[src/rtl/ppe_pkg.sv]
// Shared constants and payload types for the priority encode/decode path.
package ppe_pkg;

  localparam int unsigned IDX_W   = 6;
  localparam int unsigned GRP_W   = 3;
  localparam int unsigned NUM_GRP = 8;
  localparam int unsigned GRP_SZ  = 8;
  localparam int unsigned VEC_W   = 64;

  localparam logic [VEC_W-1:0] ALL_ONES = '1;

  // Stage A payload: factored group/lane decodes plus the echoed index.
  typedef struct packed {
    logic [NUM_GRP-1:0] grp_oh;
    logic [NUM_GRP-1:0] grp_gt;
    logic [GRP_SZ-1:0]  lo_oh;
    logic [GRP_SZ-1:0]  lo_th;
    logic               en;
    logic [IDX_W-1:0]   idx;
  } stage_a_t;

endpackage

[src/rtl/decoder_3_to_8.sv]
// 3-bit to 8-bit one-hot plus thermometer decoder; mirror of the 8-to-3 encoder.
module decoder_3_to_8
  import ppe_pkg::*;
#(
  parameter bit INCL = 1'b1
) (
  input  logic [GRP_W-1:0]   sel,
  output logic [NUM_GRP-1:0] onehot_c,
  output logic [NUM_GRP-1:0] thermo_c
);

  // Per-bit compare against the select; INCL picks k >= sel or k > sel.
  for (genvar k = 0; k < NUM_GRP; k++) begin : g_bit
    assign onehot_c[k] = (sel == GRP_W'(k));
    if (INCL) begin : g_incl
      assign thermo_c[k] = (GRP_W'(k) >= sel);
    end else begin : g_excl
      assign thermo_c[k] = (GRP_W'(k) > sel);
    end
  end

endmodule

[src/rtl/decoder_6_to_64_pipe.sv]
// Two-stage pipelined 6-to-64 decoder producing a one-hot and a thermometer mask.
module decoder_6_to_64_pipe
  import ppe_pkg::*;
#(
  parameter bit THERMO_INCL = 1'b1
) (
  input  logic             clk,
  input  logic             rst_n,
  input  logic             in_valid,
  output logic             in_ready,
  input  logic [IDX_W-1:0] in_idx,
  input  logic             in_en,
  output logic             out_valid,
  input  logic             out_ready,
  output logic [VEC_W-1:0] out_onehot,
  output logic [VEC_W-1:0] out_mask,
  output logic [IDX_W-1:0] out_idx
);

  stage_a_t           a_q;
  stage_a_t           a_nxt_c;
  logic               a_valid;
  logic               ready_b_c;
  logic [NUM_GRP-1:0] grp_oh_c;
  logic [NUM_GRP-1:0] grp_gt_c;
  logic [GRP_SZ-1:0]  lo_oh_c;
  logic [GRP_SZ-1:0]  lo_th_c;
  logic [VEC_W-1:0]   onehot_nxt_c;
  logic [VEC_W-1:0]   mask_nxt_c;

  // Backpressure chain: B frees when empty or draining, A frees when B can take it.
  assign ready_b_c = !out_valid || out_ready;
  assign in_ready  = !a_valid || ready_b_c;

  // Group decode uses the strictly-greater window so whole higher groups are set.
  decoder_3_to_8 #(.INCL(1'b0)) u_grp (
    .sel      (in_idx[IDX_W-1:GRP_W]),
    .onehot_c (grp_oh_c),
    .thermo_c (grp_gt_c)
  );

  // Lane decode carries the inclusive/exclusive choice for the index's own group.
  decoder_3_to_8 #(.INCL(THERMO_INCL)) u_lo (
    .sel      (in_idx[GRP_W-1:0]),
    .onehot_c (lo_oh_c),
    .thermo_c (lo_th_c)
  );

  // Assemble the stage A payload from the two small decoders.
  always_comb begin
    a_nxt_c        = '0;
    a_nxt_c.grp_oh = grp_oh_c;
    a_nxt_c.grp_gt = grp_gt_c;
    a_nxt_c.lo_oh  = lo_oh_c;
    a_nxt_c.lo_th  = lo_th_c;
    a_nxt_c.en     = in_en;
    a_nxt_c.idx    = in_idx;
  end

  // Stage A register: valid follows the input whenever A can move.
  always_ff @(posedge clk or negedge rst_n) begin
    if (!rst_n) begin
      a_valid <= 1'b0;
      a_q     <= '0;
    end else begin
      if (in_ready) begin
        a_valid <= in_valid;
      end
      if (in_valid && in_ready) begin
        a_q <= a_nxt_c;
      end
    end
  end

  // Flat 8x8 AND/OR expansion of the factored group and lane decodes.
  for (genvar j = 0; j < NUM_GRP; j++) begin : g_grp
    for (genvar k = 0; k < GRP_SZ; k++) begin : g_lane
      assign onehot_nxt_c[j*GRP_SZ+k] = a_q.grp_oh[j] & a_q.lo_oh[k];
      assign mask_nxt_c[j*GRP_SZ+k]   = a_q.grp_gt[j] | (a_q.grp_oh[j] & a_q.lo_th[k]);
    end
  end

  // Stage B register: "no index" yields an empty one-hot and a full window.
  always_ff @(posedge clk or negedge rst_n) begin
    if (!rst_n) begin
      out_valid  <= 1'b0;
      out_onehot <= '0;
      out_mask   <= '0;
      out_idx    <= '0;
    end else begin
      if (ready_b_c) begin
        out_valid <= a_valid;
      end
      if (a_valid && ready_b_c) begin
        out_onehot <= a_q.en ? onehot_nxt_c : '0;
        out_mask   <= a_q.en ? mask_nxt_c : ALL_ONES;
        out_idx    <= a_q.idx;
      end
    end
  end

endmodule

[config.mk]
export PLATFORM = sky130hd
export DESIGN_NAME = decoder_6_to_64_pipe
export DESIGN_NICKNAME = d
export VERILOG_FILES = /design/src/rtl/ppe_pkg.sv /design/src/rtl/decoder_3_to_8.sv /design/src/rtl/decoder_6_to_64_pipe.sv
export SDC_FILE = /design/constraint.sdc
export NUM_CORES = 1
export LEC_CHECK = 0
export ABC_AREA = 1
export BUFFER_PORTS_ARGS = -buffer_cell sky130_fd_sc_hd__buf_4
export CORE_MARGIN = 8
export CORE_UTILIZATION = 30
export CTS_CLUSTER_SIZE = 30
export DETAILED_ROUTE_END_ITERATION = 6
export SLEW_MARGIN = 5
export SYNTH_ARGS = -nofsm -noshare
export SYNTH_HDL_FRONTEND = slang
export SYNTH_SLANG_ARGS = --single-unit
[constraint.sdc]
create_clock -name clk -period 1.31 [get_ports clk]
set_input_delay 0.262 -clock clk [delete_from_list [all_inputs] [get_ports clk]]
set_output_delay 0.262 -clock clk [all_outputs]
set_load 0.02 [all_outputs]
After elaboration in Yosys (flattened, before gate mapping) --
Cells that the tools add are included.
Word-level totals: bits in registers 175, bits in latches 0, memory bits (writable) 0, memory bits (read-only) 0, bits of input ports 11, output and inout bits 136, word-level logic and storage cells 243, memories 0
Cells by class: add/subtract/negate cells 0, $mul 0, div/mod/pow operators 0, $lt $le $gt $ge 16, equality and inequality tests 14, shift-type cells 0, multiplexer cells 2, bitwise logic cells 192, reduce and logical (&&, ||, !) cells 8
Operator list (number):
- bitwise AND 1 bit | 128
- 2-to-1 mux 64 bit | 2
- OR 1 bit | 64
- == test 3 bit (second input constant) | 8
- == test 3 x 2 -> 1 bit (second input constant) | 4
- greater-or-equal comparator 3 bit (first input constant) | 4
- > comparator 3 bit (first input constant) | 4
- == test 3 x 1 -> 1 bit (second input constant) | 2
- greater-or-equal comparator 1 x 3 -> 1 bit (first input constant) | 2
- greater-or-equal comparator 2 x 3 -> 1 bit (first input constant) | 2
- > comparator 1 x 3 -> 1 bit (first input constant) | 2
- > comparator 2 x 3 -> 1 bit (first input constant) | 2
- logical NOT 3 bit | 2
- logical AND 1 bit | 2
- logical NOT 1 bit | 2
- logical OR 1 bit | 2

Depth between registers and ports, before layout --
Gate-level depths: netlist of the first run.
depth in word-level cells 4, gate-level depth with buffers 8, gate-level depth less buffers 6

Cells and area by module --
From an unflattened synthesis of the first run, not the netlist that was laid out.
Unflattened totals: cell total of the unflattened synthesis 967, area, all modules 7739.9 sq um
Modules (own cells, without submodules):
- decoder_6_to_64_pipe | times used 1, cells an instance 919, area an instance 7529.7 sq um, seq. area each 4379.2 sq um
- decoder_3_to_8 at u_lo | times used 1, cells an instance 25, area an instance 115.1 sq um, seq. area each 0.0 sq um
- decoder_3_to_8 at u_grp | times used 1, cells an instance 23, area an instance 95.1 sq um, seq. area each 0.0 sq um

Least setup slack after synthesis of the first run --
OpenSTA, ideal clock, no wires.
path type reg2reg, from register out_valid, to register out_onehot[31], library setup time 0.134 ns, arrival time 1.115 ns, data required time 1.176 ns, slack 0.061 ns, stages on the path, launching flop included 8, buffers on the path 3, period minus slack after synthesis 1.249 ns, cells stage by stage dfrtp_1 > nand2_2 > nand2_2 > buf_6 > buf_8 > buf_6 > nand2_1 > o21ai_0
Between the ends: cells in the longest elaborated chain, start to end 3
Ends and longest elaborated chain:
- from (decl) | RTL line decoder_6_to_64_pipe.sv:13 | output logic out_valid,
- from (signal assigned) | RTL line decoder_6_to_64_pipe.sv:92 | out_valid <= a_valid;
- logical NOT 1 bit | RTL line decoder_6_to_64_pipe.sv:32 | assign ready_b_c = !out_valid || out_ready;
- logical OR 1 bit | RTL line decoder_6_to_64_pipe.sv:32
- logical AND 1 bit | RTL line decoder_6_to_64_pipe.sv:94 | if (a_valid && ready_b_c) begin
- to (signal assigned) | RTL line decoder_6_to_64_pipe.sv:95 | out_onehot <= a_q.en ? onehot_nxt_c : '0;
- to (decl) | RTL line decoder_6_to_64_pipe.sv:15 | output logic [VEC_W-1:0] out_onehot,
No other way between the ends. A chain may end at the register's enable or synchronous reset.

Final worst setup path of the first run --
from register a_valid, to output port in_ready
Between the ends: cells in the longest elaborated chain, start to end 2
Ends and longest elaborated chain:
- from (decl) | RTL line decoder_6_to_64_pipe.sv:22 | logic a_valid;
- from (signal assigned) | RTL line decoder_6_to_64_pipe.sv:67 | a_valid <= in_valid;
- logical NOT 1 bit | RTL line decoder_6_to_64_pipe.sv:33 | assign in_ready = !a_valid || ready_b_c;
- logical OR 1 bit | RTL line decoder_6_to_64_pipe.sv:33
- to (decl) | RTL line decoder_6_to_64_pipe.sv:10 | output logic in_ready,
No other way between the ends.

==> results of run 1 <==
power groups by stage:
stage          logic, W  registers (W)  clock network (W)
2_1_floorplan   0.00176        0.00772                  0
3_3_place_gp    0.00466        0.00695                  0
3_5_place_dp    0.00471        0.00696                  0
4_1_cts         0.00476        0.00686            0.00534
5_1_grt         0.00541        0.00695            0.00559
6_report        0.00493        0.00685            0.00522
synth_stat cells:
cell type / number
a21boi_0: 1
a21oi_1: 2
buf_1: 3
buf_2: 23
buf_4: 7
buf_6: 11
buf_8: 2
clkbuf_1: 11
clkbuf_2: 1
dfrtp_1: 175
inv_1: 32
inv_2: 3
nand2_1: 419
nand2_2: 2
nand3_1: 51
nand3b_1: 2
nor2_1: 14
nor2_2: 8
o21ai_0: 101
o21ai_1: 23
o21ai_2: 6
worst max-delay path by stage:
stage | startpoint | end | cells past startpoint
global route | out_valid$_DFFE_PN0P_ | in_ready | 3
floorplan | out_valid$_DFFE_PN0P_ | out_onehot[31]$_DFFE_PN0P_ | 7
finish | a_valid$_DFFE_PN0P_ | in_ready | 3
CTS | a_valid$_DFFE_PN0P_ | in_ready | 3
detailed placement | out_ready | in_ready | 5
global placement | out_ready | in_ready | 5
state kept, by name, indices dropped and copies added, names as in the netlist:
signal      count
a_valid         1
out_idx         6
out_mask       64
out_onehot     64
a_q            39
out_valid       1
final cells by class:
| class | count | area [µm²] |
|---|---|---|
| Timing Repair Buffer | 200 | 1780 |
| Inverter | 35 | 136 |
| Clock inverter | 13 | 153 |
| Sequential cell | 175 | 4380 |
| Clock buffer | 19 | 453 |
| Multi-Input combinational cell | 629 | 2680 |
| Fill cell | 2563 | 15000 |
| Tap cell | 330 | 413 |
metrics by stage:
step	instances	setup WS [ns]	setup TNS (ns)	utilization (%)
2_1_floorplan	897	0.0610	0	-
3_3_place_gp	1357	0.0781	0	36.6
3_5_place_dp	1357	0.0830	0	36.6
4_1_cts	1393	-0.146	-0.196	39.2
5_1_grt	1401	-0.178	-3.19	40.0
6_report	1401	-0.125	-0.292	40.0
placed cells by master (no fill, tap or decap):
master and count:
nor2_2 7, clkinv_4 2, dfrtp_1 175, inv_6 5
clkbuf_8 2, nand3_1 50, buf_16 1, dlygate4sd3_1 1
o21ai_1 27, inv_2 4, nor2_1 14, clkinv_2 2
bufinv_16 2, nand2_1 419, a21oi_1 2, o21ai_2 6
o21ai_0 97, clkbuf_16 23, clkinvlp_4 1, buf_12 10
nand2_8 1, buf_4 175, a21boi_0 1, nand2_4 1
nand3_2 1, nand3b_1 2, nor2_4 1, buf_6 7
inv_8 2, inv_1 30
routing by layer:
| metal | global-route usage [%] | share of wire, % | up-vias |
|---|---|---|---|
| li1 | - | - | 3155 |
| met1 | 19.4 | 45 | 3078 |
| met2 | 24.0 | 49 | 142 |
| met3 | 3.43 | 4.5 | 20 |
| met4 | 4.03 | 1.2 | 0 |
| met5 | 0 | 0 | - |
what timing repair did:
item / CTS / global route
cloned: 0 / 6
setup buffers: 3 / 3
resized for setup: 4 / 14
hold buffers: 1 / 0
pin swaps: 1 / 2
hold endpoints to repair: 20 / 0
endpoints found under the setup margin: 1 / 80
worst min-delay path, stage by stage:
cell	delay, ns
buf_4	0.08
nand3_1	0.07
nand2_1	0.06
kinds of logic (layout without fill, tap and decap cells):
kind of cell	after synthesis	after routing	synth area share, %
AND/OR/NAND/NOR	496	496	26.0
buffers and inverters	93	267	6.77
AO/OA/AOI/OAI	133	133	9.16
flip-flops	175	175	58.1
==> metrics.yaml, run 1 <==
n_antenna_cell: 0
p_comb_share_pct: 29.0
drt_iter0_markers: 481
die_h_um: 175
cpMostUsedCell: "buf_6"
grt_max_degree: 66
cp_max_fo: 4
seqPwrFrac_pct: 40.3
ys_ff_latch: 175
drive_gt1_share_pct: 23.6
switching_share_pct: 34.2
post_drt_wl_per_cell_um: 16.4
clockRootBuffer: "clkbuf_16"
cts.path.max_buffers: 2
slowest_delay_ns: 0.36
tightest_slew_ns: 0.453
leakage_nw: 5.08
fin_crit_sh_pct: 110
netlist_instances: 897
postRouteAntennaNets: 0
path_class: "reg -> out"
yosysUniqueCellTypes: 21
period_needed_ns: 1.43
vias: 6395
crit_buf_inv: 2
hold_end: "a_q[6]$_DFFE_PN0P_"
cp-start-kind: "register"
htree_num_levels: 4
via_per_inst: 4.56
power_density_nw_per_um2: 1700
hold_viol_final: 0
holdPathStages: 3
p_int_w: 0.0112
end_kind: "output port"
start_util_pct: 30.2
r2r_setup_slack_ns: -0.02
die_x_um: 175
drv_cap: 0
drtPass1Iterations: 5
r2r_end: "out_mask[10]$_DFFE_PN0P_"
power_frac_clock_pct: 30.7
slowest_stage: "dfrtp_1"
place_area_um2: 9130
arrival_ns: 1.17
fin_ws_ns: -0.125
core_area_um2: 25000
setup_viol: 15
rsz0062_at_grt: "yes"
placementRows: 58
grt_pass1_vias: 6322
routed_wirelength_mm: 22.9
synth_top_area_share_pct: 58.1
ys_warn_count: 0
crit_family: "flip-flops"
r2r_cells: 7
clk-insertion-delay-late_ns: 0.43
power.total_w: 0.0170
hp-class: "in -> reg"
hold_path.startpoint: "in_en"
synth_area_um2: 7540
grt_pass1_wl_mm: 35.8
gp_congestion: 0.775
peakVddDrop_mv: 0.748
io_buffer_count: 146
slew_violations: 0
max_freq_ghz: 0.697
p_switching_w: 0.00582
yosysSeqAreaShare_pct: 58.1
area_delta_synth_final_pct: 32.5
max-slew-margin-rel_pct: 69.7
cts_tree: "yes"
r2r_start: "out_valid$_DFFE_PN0P_"
clk_pin_slew_ns: 0.07
drc: 0
gr-usage-all-layers_pct: 14.8
dp_hpwl_mm: 15.5
violations: "negative setup slack"
syn-num-nets: 908
avgSynthCellArea_um2: 8.40
grt_overflow: 0
ios: 147
path_cells: "nand3_2, buf_6, buf_6"
synth_area_leaders: "dfrtp_1 (58%), nand2_1 (21%), o21ai_0 (6.7%)"
finalClockSkew_ns: 0.0123
nNetsFinal: 1069
outcome: "complete, but fails checks"
finalHoldWorstSlack_ns: 0.0752
cts-buffers-inserted: 17
synth_top_area_cell: "dfrtp_1"
fp.dieArea_um2: 30500
stdcell_area_um2: 9990
antenna_found_initial: 0
cts_sinks: 175
required_ns: 1.05
(Power assumes the default switching activity.)
==> run 2, diff against run 1 <==
Settings changed: SYNTH_HIERARCHICAL set to 1.
==> run 2 against run 1 <==
Against the previous run: the run still ends with negative setup slack left; utilization is 7.6 points higher; combinational power is 45% higher; global-route usage is 2.9 points higher; via count is 14% higher; fmax is 5.5% lower; highest routed layer unchanged.
==> metrics.yaml, run 2 <==
setup_viol: 126  # was 15
cts_sinks: 175  # unchanged
cts-buffers-inserted: 17  # unchanged
hold_path.startpoint: "in_en"  # unchanged
fillers: 2394  # was 2,563
r2r_cells: 8  # was 7
synth_edf_count: 0  # unchanged
via_per_inst: 4.90  # was 4.56
arrival_ns: 1.84  # was 1.17 ns
layout_commonest_cell: "nand2_1"  # unchanged
period_needed_ns: 1.52  # was 1.43 ns
max-slew-margin-rel_pct: 64.0  # was 69.7%
max_freq_ghz: 0.659  # was 0.697 GHz
seq_area_um2: 4390  # was 4380 µm²
netlist_instances: 967  # was 897
cp_max_fo: 6  # was 4
routed_wirelength_mm: 29.4  # was 22.9 mm
core_area_um2: 25300  # was 25,000 µm²
synth_area_leaders: "dfrtp_1 (57%), nand2_1 (24%), nand3_1 (6.9%)"  # was dfrtp_1 (58%), nand2_1 (21%), o21ai_0 (6.7%)
drv_cap: 0  # unchanged
rsz0062_at_grt: "yes"  # unchanged
slowest_delay_ns: 0.44  # was 0.36 ns
nNetsFinal: 1157  # was 1,069
grt_max_degree: 81  # was 66
crit_buf_inv: 5  # was 2
gp_congestion: 0.750  # was 0.775
dp_cells: 1392  # was 1,357
fin_ws_ns: -0.208  # was -0.125 ns
area_delta_synth_final_pct: 55.5  # was 32.5%
clockRootBuffer: "clkbuf_16"  # unchanged
r2r_start: "a_valid$_DFFE_PN0P_"  # was out_valid$_DFFE_PN0P_
postRouteAntennaNets: 0  # unchanged
holdPathStages: 3  # unchanged
hp-class: "in -> reg"  # unchanged
tightest_slew_ns: 0.541  # was 0.453 ns
avgSynthCellArea_um2: 8.00  # was 8.40 µm²
grt_overflow: 0  # unchanged
fin_crit_sh_pct: 116  # was 110%
vias: 7299  # was 6,395
drtPass1Iterations: 6  # was 5
fin_util_pct: 47.6  # was 40.0%
peakVddDrop_mv: 0.780  # was 0.748 mV
synth_top_area_share_pct: 56.6  # was 58.1%
stdcell_area_um2: 12000  # was 9990 µm²
cts.path.max_buffers: 2  # unchanged
leakage_nw: 5.94  # was 5.08 nW
die_h_um: 177  # was 175 µm
antenna_found_initial: 0  # unchanged
finalClockSkew_ns: 0.0101  # was 0.0123 ns
setup_tns_ns: -10.65  # was -0.292 ns
layout_common_cells: "nand2_1 (347), dfrtp_1 (168), buf_4 (154)"  # was nand2_1 (419), dfrtp_1 (175), buf_4 (175)
required_ns: 1.63  # was 1.05 ns
drive_gt1_share_pct: 41.5  # was 23.6%
synth_top_area_cell: "dfrtp_1"  # unchanged
htree_num_levels: 4  # unchanged
cp-start-kind: "register"  # unchanged
yosysUniqueCellTypes: 15  # was 21
ys_warn_count: 6  # was 0
gr-usage-all-layers_pct: 17.7  # was 14.8%
yosys-top-cells-count: "nand2_1 (494), dfrtp_1 (175), nand3_1 (106)"  # was nand2_1 (419), dfrtp_1 (175), o21ai_0 (101)
synth_most_common_cell: "nand2_1"  # unchanged
r2r_end: "out_mask[14]$_DFFE_PN0P_"  # was out_mask[10]$_DFFE_PN0P_
r2r_setup_slack_ns: -0.21  # was -0.02 ns
crit_family: "buffers and inverters"  # was flip-flops
io_buffer_count: 146  # unchanged
grt_pass1_vias: 6940  # was 6,322
async_flop_share_pct: 100  # unchanged
ios: 147  # unchanged
grt_pass1_wl_mm: 42.4  # was 35.8 mm
slew_violations: 0  # unchanged
path_depth: 8  # was 3
dp_hpwl_mm: 14.6  # was 15.5 mm
fp.dieArea_um2: 31200  # was 30,500 µm²
place_area_um2: 9100  # was 9130 µm²
yosysSeqAreaShare_pct: 56.6  # was 58.1%
outcome: "complete, but fails checks"  # unchanged
hold_end: "a_q[6]$_DFFE_PN0P_"  # unchanged
slowest_stage: "dfrtp_1"  # unchanged
path_cells: "buf_6, nand2_8, buf_6, clkinv_8, buf_12, bufbuf_16, nand2_1, nand2_1"  # was nand3_2, buf_6, buf_6
synth_area_um2: 7740  # was 7540 µm²
drc: 0  # unchanged
reg.largest.list: "out_mask (64), out_onehot (64), a_q (39)"  # unchanged
stdcell_count: 1489  # was 1,401
start_util_pct: 30.6  # was 30.2%
hold_viol_final: 0  # unchanged
n_antenna_cell: 0  # unchanged
clk-insertion-delay-late_ns: 0.43  # about the same
power_density_nw_per_um2: 1620  # was 1700 nW/µm²
multi_input_area_um2: 3670  # was 2680 µm²
ys_ff_latch: 175  # unchanged
die_x_um: 177  # was 175 µm
drt_iter0_markers: 701  # was 481
syn-num-nets: 978  # was 908
placementRows: 58  # unchanged
end_kind: "register"  # was output port
cts_tree: "yes"  # unchanged
violations: "negative setup slack"  # unchanged
clk_pin_slew_ns: 0.07  # about the same
post_drt_wl_per_cell_um: 19.7  # was 16.4 µm
synth_flop_cell: "dfrtp_1"  # unchanged
path_class: "reg -> reg"  # was reg -> out
run 2: per-layer routing:
layer | up-vias | routed length [µm] | global-route usage [%]
li1 | 3399 | - | -
met1 | 3642 | 13300 | 24.7
met2 | 223 | 13900 | 27.3
met3 | 35 | 1840 | 4.20
met4 | 0 | 426 | 3.92
met5 | - | 0 | 0
run 2: cell families (layout without fill, tap and decap cells):
group | Yosys count | in the layout | share of synthesized area [%]
AND/OR/NAND/NOR | 626 | 626 | 32.1
flip-flops | 175 | 175 | 56.6
buffers and inverters | 97 | 289 | 6.85
AO/OA/AOI/OAI | 67 | 67 | 4.33
other | 2 | 2 | 0.0970
run 2: area by class of cell:
class / instances / area share, %
Multi-Input combinational cell: 695 / 30.5
Inverter: 13 / 0.541
Tap cell: 330 / 3.43
Timing Repair Buffer: 244 / 24.1
Clock buffer: 20 / 3.80
Sequential cell: 175 / 36.5
Clock inverter: 12 / 1.12
run 2: metrics by stage:
stage / setup WS, ns / hold slack [ns] / total power, W
floorplan: 0.00310 / -0.0336 / 0.00958
global placement: -0.0793 / 0.0793 / 0.0116
detailed placement: -0.120 / 0.0804 / 0.0116
CTS: -0.190 / 0.0813 / 0.0184
global route: -0.262 / 0.0862 / 0.0204
finish: -0.208 / 0.0923 / 0.0195
run 2: worst max path at each step:
stage                               start                    endpoint  slack [ns]
finish                a_valid$_DFFE_PN0P_    out_mask[14]$_DFFE_PN0P_       -0.21
global placement                out_ready    out_mask[15]$_DFFE_PN0P_       -0.08
floorplan           out_valid$_DFFE_PN0P_         a_q[29]$_DFFE_PN0P_       0.003
global route        out_valid$_DFFE_PN0P_    out_mask[14]$_DFFE_PN0P_       -0.26
CTS                   a_valid$_DFFE_PN0P_                    in_ready       -0.19
detailed placement              out_ready  out_onehot[17]$_DFFE_PN0P_       -0.12
run 2: power breakdown:
| part | internal, W | switching (W) | leakage (nW) |
|---|---|---|---|
| combinational | 0.00320 | 0.00396 | 3.44 |
| sequential | 0.00628 | 0.000817 | 2.22 |
| clock | 0.00293 | 0.00228 | 0.279 |
run 2: tightest hold or removal path, stage by stage:
cell and delay, ns:
buf_4 0.08, nand3_1 0.08, nand2_1 0.07
run 2: what timing repair did:
item,CTS,global route
pin swaps,2,16
gates cloned,26,18
endpoints found under the hold margin,175,0
buffers inserted,19,11
resized for setup,83,316
endpoints found under the setup margin,131,140
hold buffers,1,0
==> run 3, diff against run 2 <==
Settings changed: BUFFER_PORTS_ARGS -buffer_cell sky130_fd_sc_hd__buf_4 to unset, DONT_BUFFER_PORTS set to 1.
==> run 3 against run 2 <==
Against the previous run: the run ends with negative hold slack, negative setup slack left; via count is 14% lower; clock power is 5.6% higher; largest cell class unchanged; sequential cell count stayed put; design area is 19% lower; first-iteration DRC count is 30% lower; non-clock buffer count is 168 lower; count of clock-buffer cells in the layout is 3 higher; wire length is 12% lower; final cell count is 11% lower; sequential power is 12% higher; worst setup slack better by 0.13 ns; fmax is 9.3% higher.
==> metrics.yaml, run 3 (synthesized netlist as in run 2, its figures left out) <==
outcome: "complete, but fails checks"  # unchanged
violations: "negative hold slack, negative setup slack"  # was negative setup slack
cts.path.max_buffers: 2  # unchanged
rsz0062_at_grt: "yes"  # unchanged
fillers: 2539  # was 2,394
cts_hold_buffers: 8  # was 1
power_density_nw_per_um2: 1740  # was 1620 nW/µm²
fin_ws_ns: -0.0790  # was -0.208 ns
grt_overflow: 0  # unchanged
antenna_found_initial: 0  # unchanged
r2r_cells: 8  # unchanged
htree_num_levels: 4  # unchanged
post_drt_wl_per_cell_um: 19.5  # was 19.7 µm
required_ns: 1.05  # was 1.63 ns
placementRows: 58  # unchanged
max_freq_ghz: 0.720  # was 0.659 GHz
cts_tree: "yes"  # unchanged
r2r_setup_slack_ns: -0.06  # was -0.21 ns
clk-insertion-delay-late_ns: 0.42  # was 0.43 ns
cp_max_fo: 2  # was 6
grt_pass1_wl_mm: 36.7  # was 42.4 mm
grt_max_degree: 176  # was 81
core_area_um2: 25300  # unchanged
leakage_nw: 4.69  # was 5.94 nW
dp_hpwl_mm: 14.4  # was 14.6 mm
vias: 6302  # was 7,299
path_class: "reg -> out"  # was reg -> reg
die_x_um: 177  # unchanged
gp_congestion: 0.742  # was 0.750
peakVddDrop_mv: 0.833  # was 0.780 mV
gr-usage-all-layers_pct: 15.2  # was 17.7%
clk_pin_slew_ns: 0.07  # about the same
period_needed_ns: 1.39  # was 1.52 ns
cts_sinks: 175  # unchanged
drt_iter0_markers: 493  # was 701
r2r_end: "out_onehot[59]$_DFFE_PN0P_"  # was out_mask[14]$_DFFE_PN0P_
finalHoldWorstSlack_ns: -0.466  # was 0.0923 ns
layout_common_cells: "nand2_1 (455), dfrtp_1 (174), nand3_1 (105)"  # was nand2_1 (347), dfrtp_1 (168), buf_4 (154)
n_antenna_cell: 0  # unchanged
reg.largest.list: "out_mask (64), out_onehot (64), a_q (39)"  # unchanged
nNetsFinal: 991  # was 1,157
layout_commonest_cell: "nand2_1"  # unchanged
r2r_start: "out_valid$_DFFE_PN0P_"  # was a_valid$_DFFE_PN0P_
cts-buffers-inserted: 17  # unchanged
grt_pass1_vias: 6024  # was 6,940
routed_wirelength_mm: 25.8  # was 29.4 mm
drc: 0  # unchanged
via_per_inst: 4.77  # was 4.90
clockRootBuffer: "clkbuf_16"  # unchanged
ios: 147  # unchanged
drtPass1Iterations: 5  # was 6
drive_gt1_share_pct: 17.1  # was 41.5%
max-slew-margin-rel_pct: 63.0  # was 64.0%
setup_viol: 101  # was 126
finalClockSkew_ns: 0.0123  # was 0.0101 ns
start_util_pct: 30.6  # unchanged
place_area_um2: 8050  # was 9100 µm²
stdcell_area_um2: 9720  # was 12,000 µm²
hold_viol_final: 175  # was 0
end_kind: "output port"  # was register
cp-start-kind: "register"  # unchanged
fin_crit_sh_pct: 106  # was 116%
io_buffer_count: 0  # was 146
hp-class: "in -> async"  # was in -> reg
arrival_ns: 1.13  # was 1.84 ns
slew_violations: 0  # unchanged
fp.dieArea_um2: 31200  # unchanged
setup_tns_ns: -3.59  # was -10.65 ns
area_delta_synth_final_pct: 25.5  # was 55.5%
die_h_um: 177  # unchanged
drv_cap: 0  # unchanged
postRouteAntennaNets: 0  # unchanged
tightest_slew_ns: 0.556  # was 0.541 ns
==> run 3: cell count changes in the layout (fill, tap and decap cells not counted), moves of 7 or more <==
cell,delta
buf_6,-22
o21ai_0,+23
buf_4,-123
nor2_4,-7
nand2_1,+108
nand2_4,-41
nor2_2,+7
buf_12,-10
nand2_2,-68
buf_16,-15
o21ai_2,-23
==> run 3: final cells by class <==
class	instances	area, µm²	share of cell area (%)
Inverter	13	61.3	0.631
Tap cell	330	413	4.25
Multi-Input combinational cell	697	3120	32.1
Timing Repair Buffer	76	1110	11.4
Sequential cell	175	4380	45.1
Clock inverter	8	126	1.30
Clock buffer	23	508	5.23
==> run 3: worst max-delay path by stage <==
stage | to | cells past startpoint | slack, ns | from
floorplan | a_q[29]$_DFFE_PN0P_ | 4 | 0.003 | out_valid$_DFFE_PN0P_
detailed placement | out_onehot[43]$_DFFE_PN0P_ | 3 | -0.04 | a_q[6]$_DFFE_PN0P_
global route | out_valid | 2 | -0.12 | out_valid$_DFFE_PN0P_
finish | out_valid | 2 | -0.08 | out_valid$_DFFE_PN0P_
CTS | out_valid | 2 | -0.08 | out_valid$_DFFE_PN0P_
global placement | out_onehot[14]$_DFFE_PN0P_ | 3 | -0.02 | a_q[6]$_DFFE_PN0P_
==> run 3: metrics by stage <==
step	util, %	hold slack [ns]	power [W]	cells	worst slack, ns
CTS	35.7	-0.483	0.0163	1300	-0.0781
detailed placement	31.9	-0.0246	0.0104	1252	-0.0417
global placement	31.9	-0.0245	0.0104	1252	-0.0189
floorplan	-	-0.0336	0.00958	967	0.00310
global route	38.5	-0.492	0.0178	1322	-0.120
finish	38.5	-0.466	0.0169	1322	-0.0790
==> run 3: worst max-delay path, stage by stage (launching register included) <==
cell and delay, ns:
dfrtp_1 0.42, buf_6 0.15, buf_6 0.13
==> run 3: per-layer routing <==
metal,vias to the layer above,global-route usage [%],wire length [µm],share of wire [%]
li1,3049,-,-,-
met1,3035,19.7,11300,44
met2,188,23.9,12100,47
met3,30,5.08,2020,7.8
met4,0,4.03,431,1.7
met5,-,0,0,0
==> run 3: timing repair <==
item,CTS,global route
pin swaps,2,3
setup endpoints to repair,32,166
buffers inserted,4,3
gates cloned,5,19
resized for setup,20,105
endpoints found under the hold margin,209,175
==> run 3: power by group <==
group          total (W)  switching [W]  internal [W]
Clock            0.00550        0.00219       0.00331
Combinational    0.00346        0.00203       0.00143
Sequential       0.00798        0.00171       0.00627
Total             0.0169        0.00593        0.0110
